## config.mk

```make
export PLATFORM = sky130hd
export DESIGN_NAME = imem_loader
export DESIGN_NICKNAME = d
export VERILOG_FILES = /design/src/rtl/loader_pkg.sv /design/src/rtl/byte_packer.sv /design/src/rtl/imem_loader.sv
export SDC_FILE = /design/constraint.sdc
export NUM_CORES = 1
export LEC_CHECK = 0
export ABC_AREA = 1
export CORE_MARGIN = 1
export CORE_UTILIZATION = 55
export CTS_BUF_LIST = sky130_fd_sc_hd__clkbuf_4 sky130_fd_sc_hd__clkbuf_8
export CTS_CLUSTER_DIAMETER = 200
export DETAILED_ROUTE_END_ITERATION = 8
export GPL_ROUTABILITY_DRIVEN = 0
export PLACE_DENSITY = 0.83
export SYNTH_ARGS = -nofsm -noshare
export SYNTH_HDL_FRONTEND = slang
export SYNTH_HIERARCHICAL = 1
export SYNTH_SLANG_ARGS = --single-unit
```

## constraint.sdc

```tcl
create_clock -name clock -period 3.1 [get_ports clock]
set_input_delay 0.465 -clock clock [delete_from_list [all_inputs] [get_ports clock]]
set_output_delay 0.465 -clock clock [all_outputs]
set_load 0.05 [all_outputs]
```

## src/rtl/loader_pkg.sv

```systemverilog
// Shared definitions for the instruction-memory loader: FSM state encoding
// and the word/byte geometry used when packing the byte stream.
package loader_pkg;

    typedef enum logic [2:0] {
        IDLE,
        LEN_HI,
        LEN_LO,
        DATA,
        DONE,
        ERROR
    } loader_state_t;

    localparam int BYTES_PER_WORD = 4;
    localparam int WORD_SHIFT     = 2;

endpackage

```

## src/rtl/byte_packer.sv

```systemverilog
// Packs accepted stream bytes big-endian into 32-bit words. The first byte
// of a word lands in [31:24]. wordValid/wordData flag the beat that completes
// a word, so the owner can register the finished word on that same edge.
module byte_packer
    import loader_pkg::*;
(
    input  logic        clock,
    input  logic        reset,
    input  logic        clear,
    input  logic        accept,
    input  logic [7:0]  byteIn,
    output logic        wordValid,
    output logic [31:0] wordData
);

    localparam logic [1:0] LAST_BYTE = 2'(BYTES_PER_WORD - 1);

    logic [31:0] buffer_q;
    logic [1:0]  byteCnt_q;

    assign wordData  = {buffer_q[23:0], byteIn};
    assign wordValid = accept && (byteCnt_q == LAST_BYTE);

    // Shift buffer and wrapping byte counter; a partial word survives stalls
    // and is only discarded by reset or the start of a new session.
    always_ff @(posedge clock or posedge reset) begin
        if (reset) begin
            buffer_q  <= '0;
            byteCnt_q <= '0;
        end else if (clear) begin
            buffer_q  <= '0;
            byteCnt_q <= '0;
        end else if (accept) begin
            buffer_q  <= wordData;
            byteCnt_q <= byteCnt_q + 2'd1;
        end
    end

endmodule

```

## src/rtl/imem_loader.sv

```systemverilog
// Loads a length-prefixed byte stream into the instruction memory and holds
// the MIPS core in reset until the whole program has been written.
// Stream format: len[15:8], len[7:0], then len big-endian 32-bit words.
module imem_loader
    import loader_pkg::*;
#(
    parameter int DEPTH = 256,
    parameter int AW    = 8
) (
    input  logic        clock,
    input  logic        reset,
    input  logic        start,
    input  logic [7:0]  in_data,
    input  logic        in_valid,
    output logic        in_ready,
    output logic        wr_en,
    output logic [31:0] wr_addr,
    output logic [31:0] wr_data,
    output logic        core_reset,
    output logic        done,
    output logic        error
);

    // One extra index bit so the index can reach DEPTH itself on the last word.
    localparam int          IW      = AW + 1;
    localparam logic [15:0] DEPTH16 = 16'(DEPTH);

    loader_state_t state_q;
    logic [15:0]   len_q;
    logic [IW-1:0] wordIdx_q;

    logic          byteFire_d;
    logic          sessionStart_d;
    logic [15:0]   lenFull_d;
    logic [IW-1:0] nextIdx_d;
    logic          wordValid;
    logic [31:0]   wordData;

    assign byteFire_d     = in_valid && in_ready;
    assign sessionStart_d = start && ((state_q == IDLE) || (state_q == DONE) || (state_q == ERROR));
    assign lenFull_d      = {len_q[15:8], in_data};
    assign nextIdx_d      = wordIdx_q + 1'b1;

    byte_packer u_packer (
        .clock     (clock),
        .reset     (reset),
        .clear     (sessionStart_d),
        .accept    (byteFire_d && (state_q == DATA)),
        .byteIn    (in_data),
        .wordValid (wordValid),
        .wordData  (wordData)
    );

    // Session FSM with registered handshake, write-port and core-control outputs.
    always_ff @(posedge clock or posedge reset) begin
        if (reset) begin
            state_q    <= IDLE;
            len_q      <= '0;
            wordIdx_q  <= '0;
            in_ready   <= 1'b0;
            wr_en      <= 1'b0;
            wr_addr    <= '0;
            wr_data    <= '0;
            core_reset <= 1'b1;
            done       <= 1'b0;
            error      <= 1'b0;
        end else begin
            wr_en <= 1'b0;
            case (state_q)
                IDLE, DONE, ERROR: begin
                    if (start) begin
                        state_q    <= LEN_HI;
                        wordIdx_q  <= '0;
                        in_ready   <= 1'b1;
                        core_reset <= 1'b1;
                        done       <= 1'b0;
                        error      <= 1'b0;
                    end
                end
                LEN_HI: begin
                    if (byteFire_d) begin
                        len_q[15:8] <= in_data;
                        state_q     <= LEN_LO;
                    end
                end
                LEN_LO: begin
                    if (byteFire_d) begin
                        len_q[7:0] <= in_data;
                        if (lenFull_d == 16'd0) begin
                            state_q    <= DONE;
                            in_ready   <= 1'b0;
                            core_reset <= 1'b0;
                            done       <= 1'b1;
                        end else if (lenFull_d > DEPTH16) begin
                            state_q  <= ERROR;
                            in_ready <= 1'b0;
                            error    <= 1'b1;
                        end else begin
                            state_q <= DATA;
                        end
                    end
                end
                DATA: begin
                    if (wordValid) begin
                        wr_en     <= 1'b1;
                        wr_data   <= wordData;
                        wr_addr   <= {{(32-IW){1'b0}}, wordIdx_q} << WORD_SHIFT;
                        wordIdx_q <= nextIdx_d;
                        if ({{(16-IW){1'b0}}, nextIdx_d} == len_q) begin
                            state_q    <= DONE;
                            in_ready   <= 1'b0;
                            core_reset <= 1'b0;
                            done       <= 1'b1;
                        end
                    end
                end
                default: begin
                    state_q    <= IDLE;
                    in_ready   <= 1'b0;
                    core_reset <= 1'b1;
                    done       <= 1'b0;
                    error      <= 1'b0;
                end
            endcase
        end
    end

endmodule
```

Yosys cells after proc, flatten, opt, wreduce, memory -nomap -nowiden
Cells that the tools add are included.
- mux-type cells: 37
- reduce and logical (&&, ||, !) cells: 20
- add/sub/neg operators: 2
- $lt $le $gt $ge: 1
- eq/ne operators: 16
- bitwise logic cells: 2
- operators by type and width (cell ; number):
    24-bit 2-to-1 mux ; 2
    3-bit 2-to-1 mux ; 7
    1-bit 2-to-1 mux ; 18
    9-bit 2-to-1 mux ; 2
    9-bit one-hot mux with 2 select lines ; 1
    9-bit by 16-bit equality test with 1-bit output ; 1
    16-bit by 9-bit > comparator with 1-bit output (second input constant) ; 1
    16-bit logical NOT ; 1
    2-bit != test (second input constant) ; 6
    1-bit one-hot mux with 4 select lines ; 3
    3-bit one-hot mux with 4 select lines ; 1
    6-bit AND reduction ; 2
    5-bit AND reduction ; 2
    9-bit by 1-bit adder with 9-bit output (second input constant) ; 1
    3-bit by 2-bit equality test with 1-bit output (second input constant) ; 2
    3-bit equality test (second input constant) ; 2
    2-bit AND reduction ; 3
    1-bit logical AND ; 4
    2-bit 2-to-1 mux ; 2
    2-bit by 1-bit != test with 1-bit output (second input constant) ; 2
    2-bit nonzero test ; 2
    3-bit by 1-bit equality test with 1-bit output (second input constant) ; 1
    3-bit logical NOT ; 1
    3-bit != test (second input constant) ; 1
    other kinds (8) ; 10
- output and inout bits: 69
- bits in registers: 100
- word-level logic and storage cells: 91

Depth between registers and ports, before layout
Gate-level depths: netlist of the first run.
- word-level depth: 5
- gate-level depth with buffers: 21
- mapped depth without buffers: 19

By module
The synthesis of the first run kept the hierarchy.
- by module, submodules not included (module ; cells an instance ; sequential area each (µm²) ; area an instance (µm²) ; times used):
    imem_loader ; 436 ; 1853.0 ; 3469.6 ; 1
    byte_packer ; 126 ; 650.6 ; 1132.3 ; 1

Least setup slack after synthesis of the first run
No wires, ideal clock.
- kind: reg2reg
- start point: register in_ready
- end point: register in_ready
- arrival time: 2145 ps
- data required time: 2981 ps
- cell stages (with the launch flop): 18
- path slack: 836 ps
- period minus slack after synthesis: 2264 ps
- cell sequence: dfrtp_1 > nand2_1 > nor2_1 > buf_6 > buf_2 > nand2_1 > inv_1 > nand3_1 > nor2_1 > nand2_1 > nor2_1 > nand3_1 > nor2_1 > nand2_1 > nand2_4 > nand2_1 > nand2_1 > nand2_1
- word-level cells in the longest chain between the ends: 5
- elaborated cells between the ends (all ways): 6
- RTL lines (element ; line ; RTL):
    from (decl) ; imem_loader.sv:15 ; output logic in_ready,
    from (signal assigned) ; imem_loader.sv:60 ; in_ready <= 1'b0;
    from (signal assigned) ; imem_loader.sv:74 ; in_ready <= 1'b1;
    from (signal assigned) ; imem_loader.sv:91 ; in_ready <= 1'b0;
    1-bit logical AND ; imem_loader.sv:39 ; assign byteFire_d = in_valid && in_ready;
    1-bit logical AND ; imem_loader.sv:48 ; .accept (byteFire_d && (state_q == DATA)),
    1-bit logical AND ; byte_packer.sv:22 ; assign wordValid = accept && (byteCnt_q == LAST_BYTE);
    named net wordValid ; imem_loader.sv:36 ; logic wordValid;
    2-bit by 1-bit != test with 1-bit output (no line) ; n/a ;
    6-bit AND reduction (no line) ; n/a ;
The timed path passes the listed nets, and every way through them passes these cells.
A chain may end at the register's enable or synchronous reset.

Final worst setup path of the first run
- start point: register state_q[1]
- end point: register wr_addr[2]
- word-level cells in the longest chain between the ends: 4
- RTL lines (element ; line ; RTL):
    from (decl) ; imem_loader.sv:28 ; loader_state_t state_q;
    from (signal assigned) ; imem_loader.sv:57 ; state_q <= IDLE;
    from (signal assigned) ; imem_loader.sv:72 ; state_q <= LEN_HI;
    from (signal assigned) ; imem_loader.sv:83 ; state_q <= LEN_LO;
    3-bit by 2-bit equality test with 1-bit output ; imem_loader.sv:48 ;
    1-bit logical AND ; imem_loader.sv:48 ;
    1-bit logical AND ; byte_packer.sv:22 ;
    named net wordValid ; imem_loader.sv:36 ;
    2-bit AND reduction (no line) ; n/a ;
    to (signal assigned) ; imem_loader.sv:107 ; wr_addr <= {{(32-IW){1'b0}}, wordIdx_q} << WORD_SHIFT;
    to (decl) ; imem_loader.sv:17 ; output logic [31:0] wr_addr,
The timed path passes the listed nets, and every way through them passes these cells.

==> out/results.tsv, run 1 <==
metric	value	unit
most common cell after layout, fill and taps aside	nand2_1	
element type at the critical path end	flip-flop	
vias	3719	
Die ar.	8740	sq um
Final Util	66.8	%
global-route wire length before repair	16400	um
CTS tree	built	
Seq cells post-synth	100	
hold_buf cts	0	
root buffer cell	clkbuf_8	
drt drc	0	
WL final	9780	um
Synth area leader	dfrtp_1	
asr flop ratio synth	100	%
number of synthesized flops with an enable pin	0	
Clk pin slew, worst setup/hold paths	0.11	ns
Fin. Hold Viols	0	
area of the multi-input gates	1670	sq um
total gr overflow	0	
Post-Synthesis Cells	562	
I/O Buffers	57	
register area	2500	sq um
Rows	32	
PwrDens	621	nW/um^2
Resized cells post-CTS	0	
Hold Worst Slack	0.473	ns
# placed instances	697	
status	finished, final reports clean	
maximum clock rate	0.431	GHz
Vias/cell	5.22	
Worst Setup SP	state_q[1]$_DFFE_PP0P_	
TritonCTS buffer count	9	
final worst-path cycle share	74.8	%
router iterations before antenna repair	5	
Critical R2R Capture	wr_addr[2]$_DFFE_PP0P_	
I/O Pins	81	
all-layer global routing usage	24.3	%
clock sink total	100	
worst setup path class	reg -> reg	
clock buffer depth	2	
ys flop type	dfrtp_1	
largest cells by area after synthesis	dfrtp_1, nand2_1, buf_4	
Post-DP HPWL	6790	um
ant diodes	0	
Iteration-0 DRC Markers	311	
Reg2Reg Setup Slack	0.78	ns
yosys warns	6	
Max VDD drop	0.304	mV
r2r startpoint	state_q[1]$_DFFE_PP0P_	
Area growth, synth to finish	15.0	%
largest net degree at the start of global routing	59	
fill count	669	
DR WL/cell	13.7	um
area share of the largest cell type after synthesis	53.8	%
Die Span X	93.5	um
height of the die	93.5	um
WP data required	3.35	ns
Slew Limit Fails	0	
Hold Path Class	in -> async	
Initial Util	58.0	%
Core ar.	7930	sq um
clock skew	0.0128	ns
mapped cell area	4600	sq um
vias in the first global route	3493	
crit path max fanout	34	
postcts setup bufs	0	
actual slew at the worst max-slew pin	0.944	ns
Detail Route Antenna Nets	0	
Seq/Total Area, Yosys	54.4	%
fraction of layout cells with a size suffix above 1	5.89	%
final setup fails	0	
Max Cap Viol	0	
P_leak	2.76	nW
Nets	620	
Clk Latency, worst-skew pair	0.37	ns
CTS H-tree lvls	3	
Data arrival, critical path	2.57	ns
startpoint types	flip-flop	
unrepaired setup endpoints after global routing	false	
min Tclk post-route	2.32	ns
most frequent cells in the layout	nand2_1, dfrtp_1, clkdlybuf4s50_1	
Non-Filler Instances	713	
initial antenna violation count	0	
worst reg2reg path depth	11	
setup TNS	0	ns
Mean Syn Cell Area	8.19	sq um
Worst slew margin	37.0	%
Synth cell types	31	
-- stage by stage --
stage                     setup slack, ns  total power [mW]  cell area [sq um]
after global routing                0.491              3.47               5290
after CTS                           0.765              3.29               5290
after detailed placement            0.478              2.43               5080
final                               0.781              3.29               5290
after floorplan                     0.755              2.27               4680
after global placement              0.586              2.39               5080
-- kinds of logic after synthesis --
group / count (synthesis) / share of synthesized area, %
compound gates: 44 / 5.27
xor+xnor: 2 / 0.381
fa+ha+maj: 2 / 0.544
buf+inv: 97 / 11.2
flops: 100 / 54.4
other cells: 1 / 0.0815
simple gates: 316 / 28.1
-- layout make-up --
class | count | area share [%]
clock buffer | 9 | 2.34
clock inverter | 7 | 1.61
inverter | 48 | 3.40
multi-input combinational | 387 | 31.5
sequential | 100 | 47.3
tap | 102 | 2.41
timing repair buffer | 60 | 11.4
-- routing by layer --
layer / part of all wire [%] / vias to the layer above / global-route usage (%) / routed length (um)
met5: 0 / - / 0 / 0
met4: 2.1 / 0 / 10.0 / 210
met3: 5.2 / 18 / 3.74 / 511
met2: 50 / 138 / 40.0 / 4870
met1: 43 / 1785 / 32.4 / 4190
li1: - / 1778 / - / -
-- worst max-delay path: stages (launching register included) --
cell and delay [ns]:
dfrtp_1 0.42, inv_1 0.07, nor2_1 0.05, inv_1 0.09
nor2_2 0.08, inv_1 0.07, nor2_1 0.05, nand2_1 0.06
inv_1 0.05, nand2_2 0.07, clkinv_1 0.71, o21a_1 0.47
-- sequential cells by signal, indices dropped and copies added, names as in the netlist --
name,cells
len_q,16
wr_addr,9
wr_data,32
done,1
u_packer/buffer_q,24
wordIdx_q,9
core_reset,1
u_packer/byteCnt_q,2
error,1
in_ready,1
state_q,3
wr_en,1
-- synthesized netlist by cell type, types with 3 or more instances --
| cell type | instances |
|---|---|
| buf_2 | 11 |
| buf_4 | 31 |
| buf_6 | 3 |
| clkbuf_1 | 4 |
| dfrtp_1 | 99 |
| inv_1 | 46 |
| nand2_1 | 232 |
| nand2_2 | 4 |
| nand3_1 | 43 |
| nor2_1 | 25 |
| nor2_2 | 5 |
| o21ai_0 | 29 |
| o22ai_1 | 8 |
-- where the power goes --
group | total [mW] | internal, mW | leakage, nW | switching (mW)
Clock | 0.874 | 0.387 | 0.0995 | 0.487
Combinational | 0.844 | 0.257 | 1.30 | 0.588
Sequential | 1.57 | 1.46 | 1.36 | 0.105
-- worst max path at each step --
stage / to / slack [ns] / cells after the start
floorplan: done$_DFFE_PP0P_ / 0.76 / 1
CTS: wr_addr[2]$_DFFE_PP0P_ / 0.76 / 11
detailed placement: wr_addr[2]$_DFFE_PP0P_ / 0.48 / 8
global placement: wr_addr[2]$_DFFE_PP0P_ / 0.59 / 8
global route: state_q[0]$_DFFE_PP0P_ / 0.49 / 19
finish: wr_addr[2]$_DFFE_PP0P_ / 0.78 / 11
Note: power is estimated with default switching activity, not from simulation.
==> run 2: changes to the inputs <==
==> constraint.sdc (replaced) <==
create_clock -name clock -period 2.3 [get_ports clock]
set_input_delay 0.345 -clock clock [delete_from_list [all_inputs] [get_ports clock]]
set_output_delay 0.345 -clock clock [all_outputs]
set_load 0.05 [all_outputs]
==> run 2 against run 1 <==
Maximum frequency is 11% higher. Cell area is 2.6% higher. Via count is 0.40% lower. Highest routed layer unchanged. Routed wire length is 1.1% higher. Utilization is 1.7 points higher. Critical path type unchanged. Critical path depth is 7 higher. Cell count is 2.2% higher. Hold slack worse by 0.14 ns. Non-clock buffer count is 16 higher. Register-to-register slack worse by 0.57 ns. Die area stayed put.
==> out/results.tsv, run 2 (synthesis results as in run 1) <==
metric	value	unit	change
CTS tree	built		
Post-DP HPWL	6840	um	+0.69%
Detail Route Antenna Nets	0		unchanged
setup TNS	0	ns	unchanged
root buffer cell	clkbuf_8		
Non-Filler Instances	729		+2.2%
clock sink total	100		unchanged
initial antenna violation count	0		unchanged
I/O Pins	81		unchanged
Rows	32		unchanged
Die ar.	8740	sq um	unchanged
fill count	646		-3.4%
Max Cap Viol	0		unchanged
largest register by flop count	wr_data		
worst setup path class	reg -> reg		
Iteration-0 DRC Markers	328		+5.5%
element type at the critical path end	flip-flop		
I/O Buffers	57		unchanged
maximum clock rate	0.478	GHz	+11%
Slew Limit Fails	0		unchanged
# placed instances	710		+1.9%
min Tclk post-route	2.09	ns	-0.228 ns
P_leak	2.84	nW	+2.8%
vias in the first global route	3496		+0.086%
Initial Util	58.0	%	unchanged
WP data required	2.55	ns	-0.80 ns
final setup fails	0		unchanged
Hold Path Class	in -> async		
final worst-path cycle share	90.9	%	+16 points
total power	4.45	mW	+35%
height of the die	93.5	um	unchanged
clock skew	0.00887	ns	-0.00398 ns
startpoint types	flip-flop		
most common cell after layout, fill and taps aside	nand2_1		
Fin. Hold Viols	0		unchanged
Clk Latency, worst-skew pair	0.37	ns	about the same
router iterations before antenna repair	5		unchanged
top flop regs	wr_data: 32 flops, u_packer/buffer_q: 24 flops, len_q: 16 flops		
DR WL/cell	13.6	um	-1.1%
Die Span X	93.5	um	unchanged
global-route wire length before repair	16400	um	-0.16%
Clk pin slew, worst setup/hold paths	0.11	ns	about the same
largest net degree at the start of global routing	38		-36%
WL final	9900	um	+1.1%
most frequent cells in the layout	nand2_1, dfrtp_1, clkdlybuf4s50_1		
PwrDens	820	nW/um^2	+32%
Data arrival, critical path	2.34	ns	-0.23 ns
actual slew at the worst max-slew pin	0.524	ns	-0.420 ns
vias	3704		-0.40%
CTS H-tree lvls	3		unchanged
all-layer global routing usage	24.5	%	+0.14 points
Hold Worst Slack	0.333	ns	-0.140 ns
status	finished, final reports clean		
Core ar.	7930	sq um	unchanged
TritonCTS buffer count	9		unchanged
fraction of layout cells with a size suffix above 1	9.73	%	+3.8 points
drt drc	0		unchanged
max reg flops	32		unchanged
hold_buf cts	0		unchanged
crit path max fanout	7		-79%
Area growth, synth to finish	18.0	%	
clock buffer depth	2		unchanged
Nets	636		+2.6%
total gr overflow	0		unchanged
Worst slew margin	64.9	%	+28 points
Max VDD drop	0.415	mV	+37%
Vias/cell	5.08		-2.6%
ant diodes	0		unchanged
-- run 2: critical path, cell delays in order, from the launching register on --
cell and delay, ns:
dfrtp_1 0.41, inv_2 0.06, nor2_4 0.11, inv_2 0.06
nor2_4 0.12, inv_2 0.06, nor2_4 0.12, nand2_2 0.06
inv_2 0.06, nand3_2 0.08, nor2_1 0.11, nand2_1 0.06
nor2_1 0.10, nand3_1 0.08, nor2_1 0.08, nand2_1 0.09
nand2_4 0.13, buf_4 0.12, a21boi_1 0.05
-- run 2: final cells by class --
class | instances | area, sq um | area share, %
sequential | 100 | 2500 | 46.1
multi-input combinational | 387 | 1700 | 31.3
timing repair buffer | 76 | 726 | 13.4
inverter | 48 | 180 | 3.32
tap | 102 | 128 | 2.35
clock buffer | 9 | 124 | 2.28
clock inverter | 7 | 66.3 | 1.22
-- run 2: final timing paths --
kind                                        startpoint                endpoint  slack, ns  cells past startpoint
worst max-delay path            state_q[1]$_DFFE_PP0P_  state_q[1]$_DFFE_PP0P_       0.21                     18
worst min-delay path                             reset  wr_addr[5]$_DFFE_PP0P_       0.33                      2
worst max register to register  state_q[1]$_DFFE_PP0P_  state_q[1]$_DFFE_PP0P_       0.21                     18
worst min register to register  core_reset$_DFFE_PP1P_  core_reset$_DFFE_PP1P_       0.48                      2
max in group asynchronous                        reset  wr_data[8]$_DFFE_PP0P_       1.35                      3
min in group clock              core_reset$_DFFE_PP1P_  core_reset$_DFFE_PP1P_       0.48                      2
-- run 2: through the flow --
| stage | util [%] | setup slack (ns) | area (sq um) |
|---|---|---|---|
| after global routing | 68.5 | -0.0512 | 5430 |
| after global placement | 65.4 | 0.170 | 5180 |
| after detailed placement | 65.4 | 0.102 | 5180 |
| after floorplan | - | 0.0360 | 4680 |
| after CTS | 67.8 | 0.221 | 5370 |
| final | 68.5 | 0.209 | 5430 |
-- run 2: report_power, final --
group	switching (mW)	total (mW)	internal [mW]	leakage, nW
sequential	0.149	2.12	1.97	1.36
combinational	0.843	1.23	0.390	1.38
clock	0.675	1.10	0.422	0.0982
total	1.67	4.45	2.79	2.84
-- run 2: metal layers --
metal  global-route usage (%)  wire [um]
met1                     32.7       4350
met3                     4.39        464
met4                     11.4        207
met2                     38.9       4880
met5                        0          0
-- run 2: repair_timing --
item | 4_1_cts | 5_1_grt
setup endpoints to repair | 0 | 6
buffers inserted | 0 | 3
gates resized for setup | 0 | 13
hold endpoints to repair | 0 | 0
==> run 3: changes to the inputs <==
--- a/config.mk
+++ b/config.mk
@@ -7,12 +7,13 @@
 export LEC_CHECK = 0
 export ABC_AREA = 1
 export CORE_MARGIN = 1
-export CORE_UTILIZATION = 55
+export CORE_UTILIZATION = 49
 export CTS_BUF_LIST = sky130_fd_sc_hd__clkbuf_4 sky130_fd_sc_hd__clkbuf_8
 export CTS_CLUSTER_DIAMETER = 200
 export DETAILED_ROUTE_END_ITERATION = 8
 export GPL_ROUTABILITY_DRIVEN = 0
-export PLACE_DENSITY = 0.83
+export MAX_ROUTING_LAYER = met4
+export PLACE_DENSITY = 0.78
 export SYNTH_ARGS = -nofsm -noshare
 export SYNTH_HDL_FRONTEND = slang
 export SYNTH_HIERARCHICAL = 1
==> constraint.sdc (replaced) <==
create_clock -name clock -period 1.8 [get_ports clock]
set_input_delay 0.27 -clock clock [delete_from_list [all_inputs] [get_ports clock]]
set_output_delay 0.27 -clock clock [all_outputs]
set_load 0.05 [all_outputs]
==> run 3 against run 2 <==
Combinational power grew 50%. Clock skew grew 0.0025 ns. Setup slack lost 0.42 ns. First-iteration DRC count shrank 33%. Cell count grew 4.5%. Non-clock buffer count grew 26. Critical path depth is the same. Utilization shrank 5.0 points. Total power grew 37%. Largest power group unchanged. The flow now finishes with violations (setup timing). Global-route usage shrank 0.91 points. Flip-flop and latch count is the same. Maximum frequency grew 3.8%.
==> out/results.tsv, run 3 (synthesis results as in run 1) <==
metric	value	unit	change
Clk Latency, worst-skew pair	0.37	ns	about the same
startpoint types	flip-flop		
switching pwr	2.24	mW	+34%
TritonCTS buffer count	9		unchanged
vias	3815		+3.0%
CP peak stage delay	0.41	ns	about the same
maximum clock rate	0.497	GHz	+3.8%
height of the die	98.9	um	+5.8%
P_leak	3.12	nW	+9.9%
Initial Util	51.8	%	-6.3 points
Critical-path top delay cell	dfrtp_1		
initial antenna violation count	0		unchanged
DP Area	5270	sq um	+1.7%
Area growth, synth to finish	22.6	%	
crit path max fanout	7		unchanged
hold_buf cts	0		unchanged
Post-DP HPWL	7190	um	+5.1%
final instance area	5640	sq um	+3.9%
failing checks	setup timing		
max reg flops	32		unchanged
most common cell after layout, fill and taps aside	nand2_1		
total gr overflow	0		unchanged
r2r startpoint	state_q[2]$_DFFE_PP0P_		
Data arrival, critical path	2.28	ns	-0.06 ns
largest register by flop count	wr_data		
clock buffer depth	2		unchanged
Clk pin slew, worst setup/hold paths	0.11	ns	about the same
global-route wire length before repair	17800	um	+8.6%
drt drc	0		unchanged
Core ar.	8890	sq um	+12%
final worst-path cycle share	112	%	+21 points
DR WL/cell	13.7	um	+0.70%
clock sink total	100		unchanged
Nets	663		+4.2%
WP data required	2.07	ns	-0.48 ns
vias in the first global route	3805		+8.8%
CTS tree	built		
Seq pwr share	44.3	%	-3.4 points
most frequent cells in the layout	nand2_1, dfrtp_1, buf_4		
worst setup path class	reg -> reg		
clock network power share	25.4	%	+0.8 points
min Tclk post-route	2.01	ns	-0.0766 ns
Gate power share	30.3	%	+2.6 points
critical path cell sequence	nor2_2 -> inv_2 -> nor2_4 -> inv_2 -> nor2_4 -> nand2_2 -> inv_2 -> nand3_2 -> nor2_2 -> nand2_1 -> nor2_1 -> nand3_1 -> nor2_1 -> nand2_1 -> nand2_4 -> nand2_4 -> nand2_2 -> nand2_1		
Rows	34		+6.3%
status	finished, violations left		
Slew Limit Fails	0		unchanged
total power	6.11	mW	+37%
fraction of layout cells with a size suffix above 1	20.2	%	+10 points
unrepaired setup endpoints after global routing	true		
WL final	10400	um	+5.3%
Detail Route Antenna Nets	0		unchanged
Worst slew margin	64.7	%	-0.22 points
Die Span X	98.9	um	+5.8%
I/O Buffers	57		unchanged
largest net degree at the start of global routing	31		-18%
Hold Path Class	in -> async		
I/O Pins	81		unchanged
worst setup margin	-0.214	ns	-0.423 ns
Fin. Hold Viols	0		unchanged
PwrDens	1080	nW/um^2	+32%
actual slew at the worst max-slew pin	0.528	ns	+0.00379 ns
Max VDD drop	0.574	mV	+38%
Vias/cell	5.01		-1.5%
Worst Setup SP	state_q[2]$_DFFE_PP0P_		
all-layer global routing usage	23.6	%	-0.91 points
Iteration-0 DRC Markers	220		-33%
router iterations before antenna repair	4		-1
Die ar.	9780	sq um	+12%
top flop regs	wr_data: 32 flops, u_packer/buffer_q: 24 flops, len_q: 16 flops		
internal power	3.88	mW	+39%
root buffer cell	clkbuf_8		
Max Cap Viol	0		unchanged
final setup fails	6		+6
clock skew	0.0114	ns	+0.00249 ns
CTS H-tree lvls	3		unchanged
setup TNS	-0.988	ns	-0.988 ns
ant diodes	0		unchanged
Sw Ratio	36.6	%	-0.87 points
element type at the critical path end	flip-flop		
==> run 3: worst max-delay path: cells and delay by family, from the launching register on <==
kind                   cells  cell delay, ns
buffers and inverters      3            0.17
flip-flops                 1            0.41
AND/OR/NAND/NOR           15            1.33
==> run 3: power groups by stage <==
| stage | registers (mW) | logic (mW) | clock network (mW) |
|---|---|---|---|
| floorplan | 2.82 | 1.11 | 0 |
| global placement | 2.73 | 1.52 | 0 |
| detailed placement | 2.74 | 1.56 | 0 |
| CTS | 2.70 | 1.63 | 1.56 |
| global route | 2.74 | 2.04 | 1.67 |
| finish | 2.71 | 1.85 | 1.55 |
==> run 3: repair_timing <==
action                                  CTS  global route
pin swaps                                 4             9
gates cloned                              1             0
gates resized for setup                  12            20
endpoints found under the setup margin   18            71
setup buffers                             5             7
==> run 3: per-stage QoR <==
stage,worst slack [ns],hold slack [ns],utilization (%),instances
after floorplan,-0.263,0.310,-,584
after global placement,-0.203,0.449,59.3,734
after detailed placement,-0.234,0.459,59.3,734
after CTS,-0.148,0.316,62.2,756
after global routing,-0.393,0.332,63.5,762
final,-0.214,0.300,63.5,762
==> run 3: area by class of cell <==
class,count,area [sq um]
fill,745,3250
sequential,100,2500
multi-input combinational,388,1730
timing repair buffer,102,863
inverter,48,186
tap,108,135
clock buffer,9,124
clock inverter,7,95.1
==> run 3: final timing paths <==
check	endpoint	slack, ns	depth (start not counted)
min reg2reg	core_reset$_DFFE_PP1P_	0.47	2
min in group clock	core_reset$_DFFE_PP1P_	0.47	2
max	state_q[0]$_DFFE_PP0P_	-0.21	18
max in group asynchronous	len_q[15]$_DFFE_PP0P_	0.99	3
min	wr_data[19]$_DFFE_PP0P_	0.30	2
max reg2reg	state_q[0]$_DFFE_PP0P_	-0.21	18
==> run 3: metal layers <==
layer / vias up / share of wire, % / wire length, um / GRT usage, %
met2: 108 / 50 / 5180 / 38.9
met5: - / 0 / 0 / -
li1: 1867 / - / - / -
met4: 0 / 1.6 / 167 / 6.89
met3: 14 / 4.4 / 455 / 3.55
met1: 1826 / 44 / 4610 / 30.2
